File: src/rtl/esm_fetch_decode.sv
// Generic synchronous FIFO followed by the ESM fetch/decode issue stage.
// Latency: a word pushed at edge N can be popped at edge N+1 at the earliest.
// Backpressure: the caller must only push when count < DEPTH and only pop when count > 0.
module esm_fifo #(
    parameter int W     = 32,
    parameter int DEPTH = 4,
    localparam int AW   = $clog2(DEPTH),
    localparam int CW   = AW + 1
) (
    input  logic          clk,
    input  logic          rst,
    input  logic          clr,
    input  logic          push,
    input  logic [W-1:0]  push_dat,
    input  logic          pop,
    output logic [W-1:0]  pop_dat,
    output logic [CW-1:0] count
);
    logic [W-1:0]  mem [DEPTH];
    logic [AW-1:0] wr_ptr;
    logic [AW-1:0] rd_ptr;

    always_ff @(posedge clk or negedge rst) begin
        if (!rst) begin
            wr_ptr <= '0;
            rd_ptr <= '0;
            count  <= '0;
        end else if (clr) begin
            wr_ptr <= '0;
            rd_ptr <= '0;
            count  <= '0;
        end else begin
            // Power-of-two depth: pointers wrap by natural overflow.
            if (push) wr_ptr <= wr_ptr + 1'b1;
            if (pop)  rd_ptr <= rd_ptr + 1'b1;
            case ({push, pop})
                2'b10:   count <= count + 1'b1;
                2'b01:   count <= count - 1'b1;
                default: count <= count;
            endcase
        end
    end

    always_ff @(posedge clk) begin
        if (push && !clr) mem[wr_ptr] <= push_dat;
    end

    assign pop_dat = mem[rd_ptr];
endmodule

// Buffers RV32I words and issues one registered instruction per cycle with ALUSrc/RegWrite.
// Latency: word accepted at edge N is issued after edge N+1 at the earliest; NOP when empty.
// Backpressure: in_ready drops when the FIFO is full or in a flush cycle; stall holds the issue regs.
module esm_fetch_decode #(
    parameter int                   Instr_word_size = 32,
    parameter int                   fd              = 4,
    parameter logic [Instr_word_size-1:0] NOP       = 32'h00000013
) (
    input  logic                       clk,
    input  logic                       rst,
    input  logic                       in_valid,
    input  logic [Instr_word_size-1:0] in_instr,
    output logic                       in_ready,
    input  logic                       stall,
    input  logic                       flush,
    output logic [Instr_word_size-1:0] Instr_out,
    output logic                       ALUSrc,
    output logic                       RegWrite,
    output logic                       out_valid,
    output logic                       illegal,
    output logic [$clog2(fd):0]        fifo_count
);
    localparam int CW = $clog2(fd) + 1;
    localparam logic [CW-1:0] FD_CNT = CW'(fd);

    logic                       push;
    logic                       pop;
    logic                       fifo_empty;
    logic [Instr_word_size-1:0] head;
    logic                       dec_alu;
    logic                       dec_rw;
    logic                       dec_ill;

    assign in_ready   = (fifo_count < FD_CNT) && !flush;
    assign push       = in_valid && in_ready;
    assign fifo_empty = (fifo_count == '0);
    assign pop        = !stall && !flush && !fifo_empty;

    esm_fifo #(.W(Instr_word_size), .DEPTH(fd)) u_fifo (
        .clk      (clk),
        .rst      (rst),
        .clr      (flush),
        .push     (push),
        .push_dat (in_instr),
        .pop      (pop),
        .pop_dat  (head),
        .count    (fifo_count)
    );

    always_comb begin
        dec_alu = 1'b0;
        dec_rw  = 1'b0;
        dec_ill = 1'b0;
        case (head[6:0])
            7'b0110011: begin dec_alu = 1'b0; dec_rw = 1'b1; end
            7'b0010011: begin dec_alu = 1'b1; dec_rw = 1'b1; end
            7'b0000011: begin dec_alu = 1'b1; dec_rw = 1'b1; end
            7'b0100011: begin dec_alu = 1'b1; dec_rw = 1'b0; end
            7'b1100011: begin dec_alu = 1'b0; dec_rw = 1'b0; end
            7'b1101111: begin dec_alu = 1'b1; dec_rw = 1'b1; end
            7'b1100111: begin dec_alu = 1'b1; dec_rw = 1'b1; end
            7'b0110111: begin dec_alu = 1'b1; dec_rw = 1'b1; end
            7'b0010111: begin dec_alu = 1'b1; dec_rw = 1'b1; end
            default:    dec_ill = 1'b1;
        endcase
        // Writes to x0 are architecturally discarded.
        if (head[11:7] == 5'd0) dec_rw = 1'b0;
    end

    always_ff @(posedge clk or negedge rst) begin
        if (!rst) begin
            Instr_out <= NOP;
            ALUSrc    <= 1'b0;
            RegWrite  <= 1'b0;
            out_valid <= 1'b0;
            illegal   <= 1'b0;
        end else if (flush || (!stall && fifo_empty)) begin
            Instr_out <= NOP;
            ALUSrc    <= 1'b0;
            RegWrite  <= 1'b0;
            out_valid <= 1'b0;
            illegal   <= 1'b0;
        end else if (!stall) begin
            Instr_out <= head;
            ALUSrc    <= dec_alu;
            RegWrite  <= dec_rw;
            out_valid <= 1'b1;
            illegal   <= dec_ill;
        end
    end
endmodule

File: config.mk
export PLATFORM = sky130hd
export DESIGN_NAME = esm_fetch_decode
export DESIGN_NICKNAME = d
export VERILOG_FILES = /design/src/rtl/esm_fetch_decode.sv
export SDC_FILE = /design/constraint.sdc
export NUM_CORES = 1
export LEC_CHECK = 0
export CORE_MARGIN = 2
export CORE_UTILIZATION = 51
export CTS_CLUSTER_SIZE = 20
export DETAILED_ROUTE_END_ITERATION = 6
export PLACE_DENSITY = 0.73
export REMOVE_ABC_BUFFERS = 1
export SYNTH_ARGS = -nofsm -noshare
export SYNTH_HDL_FRONTEND = slang
export SYNTH_HIERARCHICAL = 1
export SYNTH_SLANG_ARGS = --single-unit
File: constraint.sdc
create_clock -name clk -period 2.55 [get_ports clk]
set_clock_uncertainty 0.1 [all_clocks]
set_input_delay 0.51 -clock clk [delete_from_list [all_inputs] [get_ports clk]]
set_output_delay 0.51 -clock clk [all_outputs]
set_load 0.02 [all_outputs]
; After elaboration in Yosys (flattened, before gate mapping)
; Memory sizes are Yosys's and may differ from the RTL's.
; Cells that the tools add are included.
[totals]
word_cells = 66
mem_count = 1
register_bits = 43
out_inout_bits = 40
mem_bits_rw = 128
input_bits = 37
[classes]
eq_ne = 12
order_cmp = 1
muxes = 22
n_reduce_logical = 18
n_addsub = 4
[mem_list]
columns = memory, depth, word_bits, rd, rd_ports_with_merged_regs, write_ports, line
row1 = u_fifo.mem, 4, 32, 1, 0, 1, 19  ; logic [W-1:0] mem [DEPTH];
[ops]
columns = op, n
row1 = 2-to-1 mux 32 bit, 2
row2 = == test 7 x 6 -> 1 bit (second input constant), 3
row3 = == test 7 bit (second input constant), 3
row4 = == test 7 x 5 -> 1 bit (second input constant), 2
row5 = 2-to-1 mux 1 bit, 14
row6 = OR reduction 7 bit, 2
row7 = OR reduction 9 bit, 1
row8 = 2-to-1 mux 2 bit, 4
row9 = == test 7 x 2 -> 1 bit (second input constant), 1
row10 = logical AND 1 bit, 6
row11 = case mux 3 bit (2 select lines), 1
row12 = zero test 5 bit, 1
row13 = adder 2 x 1 -> 2 bit (second input constant), 2
row14 = nonzero test 2 bit, 2
row15 = adder 3 x 1 -> 3 bit (second input constant), 1
row16 = zero test 1 bit, 3
row17 = zero test 3 bit, 1
row18 = < comparator 3 bit (second input constant), 1
row19 = 2-to-1 mux 3 bit, 1
row20 = nonzero test 3 bit, 1
row21 = subtractor 3 x 1 -> 3 bit (second input constant), 1
row22 = == test 2 x 1 -> 1 bit (second input constant), 1
row23 = == test 2 bit (second input constant), 1
row24 = != test 2 x 1 -> 1 bit (second input constant), 1
row25 = logical OR 1 bit, 1

; Logic depth before layout (Yosys ltp)
; Gate-level depths: netlist of the first run.
; An unclocked memory read counts as a cell.
[depth]
ltp_word = 7
depth_mapped = 8
depth_no_buf = 7

; By module
; The synthesis of the first run kept the hierarchy.
[modules_own_cells]
columns = module, instances, cells_each, area_per_inst_um2, seq_area_each_um2
row1 = esm_fifo, 1, 209, 5092.4, 4018.9
row2 = esm_fetch_decode, 1, 105, 1413.9, 904.6

; Worst setup path after synthesis of the first run
; No wires, ideal clock.
[synth_timing]
kind = reg-to-reg
from = register u_fifo.count[2]
to = memory u_fifo.mem[0][0], enable pin
n_path_buf = 1
arrival_time_ns = 2.196
path_slack_ns = -0.138
required_time_ns = 2.058
path_stages_with_launch = 6
setup_time_ns = 0.392
synth_period_minus_slack_ns = 2.688
cell_sequence = dfrtp_1 > nor2_1 > and2_1 > buf_2 > nor2b_1 > and2_1
[synth_between]
elab_chain_len = 6
[synth_lines]
columns = element, line
row1 = start: declaration, 17  ; output logic [CW-1:0] count
row2 = start signal: assignment, 37  ; 2'b10: count <= count + 1'b1;
row3 = start signal: assignment, 38  ; 2'b01: count <= count - 1'b1;
row4 = start signal: assignment, 39  ; default: count <= count;
row5 = < comparator 3 bit, 84  ; assign in_ready = (fifo_count < FD_CNT) && !flush;
row6 = logical AND 1 bit, 84
row7 = via in_ready, 63  ; output logic in_ready,
row8 = logical AND 1 bit, 85  ; assign push = in_valid && in_ready;
row9 = via push, 76  ; logic push;
row10 = logical AND 1 bit, 45  ; if (push && !clr) mem[wr_ptr] <= push_dat;
row11 = 2-to-1 mux 1 bit, 45
row12 = 2-to-1 mux 1 bit (not written as such), 45
row13 = end: declaration, 19
; The timed path passes the listed nets, and every way through them passes these cells.

; Final worst setup path of the first run
[layout_timing]
from = input port flush
to = output port in_ready
[layout_between]
elab_chain_len = 2
[layout_lines]
columns = element, line
row1 = start: declaration, 65  ; input logic flush,
row2 = zero test 1 bit, 84
row3 = logical AND 1 bit, 84
row4 = end: declaration, 63
; Every way passes these cells.

==> results of run 1 <==
-- power by group through the flow --
| stage | clock, mW | combinational, mW | sequential, mW |
|---|---|---|---|
| finish | 2.37 | 0.626 | 3.15 |
| global route | 2.54 | 0.680 | 3.16 |
| CTS | 2.42 | 0.634 | 3.15 |
| detailed placement | 0 | 0.629 | 3.20 |
| global placement | 0 | 0.621 | 3.20 |
| floorplan | 0 | 0.237 | 3.28 |
-- stage by stage --
step	setup slack [ns]	TNS, ns
2_1_floorplan	-0.496	-19.31
3_3_place_gp	0.103	0
3_5_place_dp	0.0623	0
4_1_cts	0.272	0
5_1_grt	0.203	0
6_report	0.275	0
-- area by class of cell --
type	count	area, um^2
sequential	171	4930
fill	882	4360
multi-input combinational	122	1450
timing repair buffer	100	1010
clock buffer	17	425
tap	172	215
clock inverter	15	126
inverter	3	11.3
-- logic make-up after synthesis --
| group | after synthesis | synth area share [%] |
|---|---|---|
| flip-flops | 171 | 75.7 |
| AO/OA/AOI/OAI | 38 | 4.96 |
| AND/OR/NAND/NOR | 37 | 3.25 |
| multiplexers | 36 | 11.9 |
| buffers and inverters | 21 | 2.31 |
| XOR/XNOR | 6 | 0.808 |
| adder cells (fa/ha/maj) | 5 | 1.08 |
-- layer usage --
metal	track usage, %	part of all wire [%]	vias to the layer above
li1	-	-	1478
met1	25.8	44	1739
met2	30.8	50	101
met3	5.51	4.7	10
met4	5.96	0.85	0
met5	0	0	-
-- synthesized netlist by cell type, types with 2 or more instances --
library cell  instances  area share [%]
edfxtp_1            128              59
dfrtp_1              40              15
a22o_1               30             4.0
mux4_2               28             9.7
buf_2                11            0.85
nor2_1                9            0.52
nand2_1               7            0.40
and2_1                5            0.48
ha_1                  4            0.77
mux2i_1               4            0.62
mux4_1                4             1.6
nor2b_1               4            0.38
buf_12                3            0.92
dfstp_2               3             1.2
nor3_1                3            0.23
xnor2_1               3            0.40
xor2_1                3            0.40
clkbuf_1              2            0.12
inv_1                 2            0.12
nor3b_1               2            0.23
o21ai_0               2            0.15
o41ai_1               2            0.27
-- sequential cells by signal, indices dropped and copies added (netlist names) --
register       count
u_fifo/mem       128
Instr_out         32
u_fifo/count       3
u_fifo/rd_ptr      2
u_fifo/wr_ptr      2
ALUSrc             1
RegWrite           1
illegal            1
out_valid          1
-- worst reg2reg max path, cell delays in order, from the launching register on --
cell       delay, ns
dfrtp_2         0.48
buf_4           0.27
mux4_2          0.57
nand4bb_1       0.15
o32a_1          0.17
o41ai_1         0.11
a32o_1          0.26
-- path summary, 6_finish.rpt --
path	to	depth (start not counted)	start
hold reg to reg	RegWrite$_DFFE_PN0P_	1	RegWrite$_DFFE_PN0P_
hold / removal	Instr_out[3]$_DFFE_PN0P_	1	rst
setup reg to reg	RegWrite$_DFFE_PN0P_	6	u_fifo/rd_ptr[0]$_DFFE_PN0P_
setup / recovery	in_ready	3	flush
min in group clk	RegWrite$_DFFE_PN0P_	1	RegWrite$_DFFE_PN0P_
max in group asynchronous	Instr_out[26]$_DFFE_PN0P_	2	rst
==> results.sh, run 1 <==
export IMPL_status="completed"
export IMPL_cts_setup_buffers=0
export IMPL_grt_ovfl_total=0
export IMPL_whs_ns=0.111
export IMPL_slowest_stage="clkdlybuf4s50_1"
export IMPL_grt_pass1_vias=3562
export IMPL_worst_path_largest_cell_delay_ns=0.62
export IMPL_rsz0062_at_grt="false"
export IMPL_grt_pass1_wl_mm=18.9
export IMPL_cp_start_kind="input pin"
export IMPL_ys_flop_type="edfxtp_1"
export IMPL_via_count=3328
export IMPL_hp_class="in -> async"
export IMPL_die_w_um=117
export IMPL_finalMaxSlewViolations=0
export IMPL_cap_violations=0
export IMPL_mostFrequentLayoutCell="edfxtp_1"
export IMPL_cp_num_buf_inv=2
export IMPL_worst_pin_slew_ns=0.878
export IMPL_die_h_um=117
export IMPL_synth_distinct_cells=37
export IMPL_cts_clk_slew_worst_paths_ns=0.07
export IMPL_totalPowerFinal_mw=6.14
export IMPL_yosysWarningCount=6
export IMPL_nets=457
export IMPL_p_leak_nw=2.88
export IMPL_drtAntennaViolNets=0
export IMPL_period_needed_ns=2.28
export IMPL_worst_path_most_repeated_cell="clkdlybuf4s50_1"
export IMPL_utilization_pct=65.2
export IMPL_ys_ff_latch=171
export IMPL_r2r_slack_ns=0.34
export IMPL_start_util_pct=52.0
export IMPL_cts_made_buffers=17
export IMPL_ioPinCount=77
export IMPL_grt_antenna_before_repair=0
export IMPL_arrival_ns=1.67
export IMPL_clk_path_buf_depth=2
export IMPL_crit_path_max_fanout=2
export IMPL_syn_cell_area_um2=6510
export IMPL_path_delay_family="buffers and inverters"
export IMPL_p_sw_share_pct=22.6
export IMPL_slew_headroom_pct=41.5
export IMPL_pwr_share_comb_pct=10.2
export IMPL_dpl_hpwl_mm=7.66
export IMPL_worst_ep_required_time_ns=1.94
export IMPL_insertion_delay_ns=0.42
export IMPL_port_buffer_count=76
export IMPL_via_per_inst=5.55
export IMPL_synth_seq_area_share_pct=75.7
export IMPL_dr_pass1_iters=4
export IMPL_clkPwrFrac_pct=38.5
export IMPL_row_count=41
export IMPL_fin_cells=600
export IMPL_synthesis_instances=314
export IMPL_clock_sinks=171
export IMPL_grt_max_degree=38
export IMPL_critPathKind="in -> out"
export IMPL_synthArstFlopShare_pct=25.1
export IMPL_area_growth_pct=25.4
export IMPL_hold_buffers=0
export IMPL_p_int_mw=4.75
export IMPL_synth_edf_count=128
export IMPL_placed_area_um2=7610
export IMPL_wl_mm=11.8
export IMPL_power_density_nw_per_um2=752
export IMPL_post_route_period_util_pct=89.2
export IMPL_gp_congestion=0.716
export IMPL_max_clock_freq_ghz=0.439
export IMPL_routedWlPerCell_um=19.7
export IMPL_end_kind="output port"
export IMPL_crit_chain="clkdlybuf4s50_1 -> nor2_1 -> clkdlybuf4s50_1"
export IMPL_setup_viol=0
export IMPL_final_cell_mix="128 x edfxtp_1, 75 x clkdlybuf4s50_1, 38 x dfrtp_1"
export IMPL_drive_above_1_share_pct=22.9
export IMPL_htreeDepth=4
export IMPL_clockRootBuffer="clkbuf_16"
export IMPL_drc_errors=0
export IMPL_fin_area_um2=8160
export IMPL_hold_viol=0
export IMPL_cts_tree="done"
export IMPL_n_antenna_cell=0
export IMPL_peakVddDrop_uv=748
export IMPL_drt_iter0_markers=295
export IMPL_post_cts_resized=0
export IMPL_design_die_area_um2=13700
export IMPL_grt_total_usage_pct=19.2
export IMPL_switchingPower_mw=1.39
export IMPL_p_seq_share_pct=51.3
export IMPL_place_inst=568
export IMPL_syn_area_per_cell_um2=20.7
export IMPL_core_area_um2=12500
No activity file was read; power rests on OpenSTA's default activity.
==> run 2, diff against run 1 <==
--- a/config.mk
+++ b/config.mk
@@ -9,6 +9,7 @@
 export CORE_UTILIZATION = 51
 export CTS_CLUSTER_SIZE = 20
 export DETAILED_ROUTE_END_ITERATION = 6
+export HOLD_SLACK_MARGIN = 0.02
 export PLACE_DENSITY = 0.73
 export REMOVE_ABC_BUFFERS = 1
 export SYNTH_ARGS = -nofsm -noshare
==> results of run 2 <==
Same layout as run 1: the final DEF is identical, and so are final timing and power.
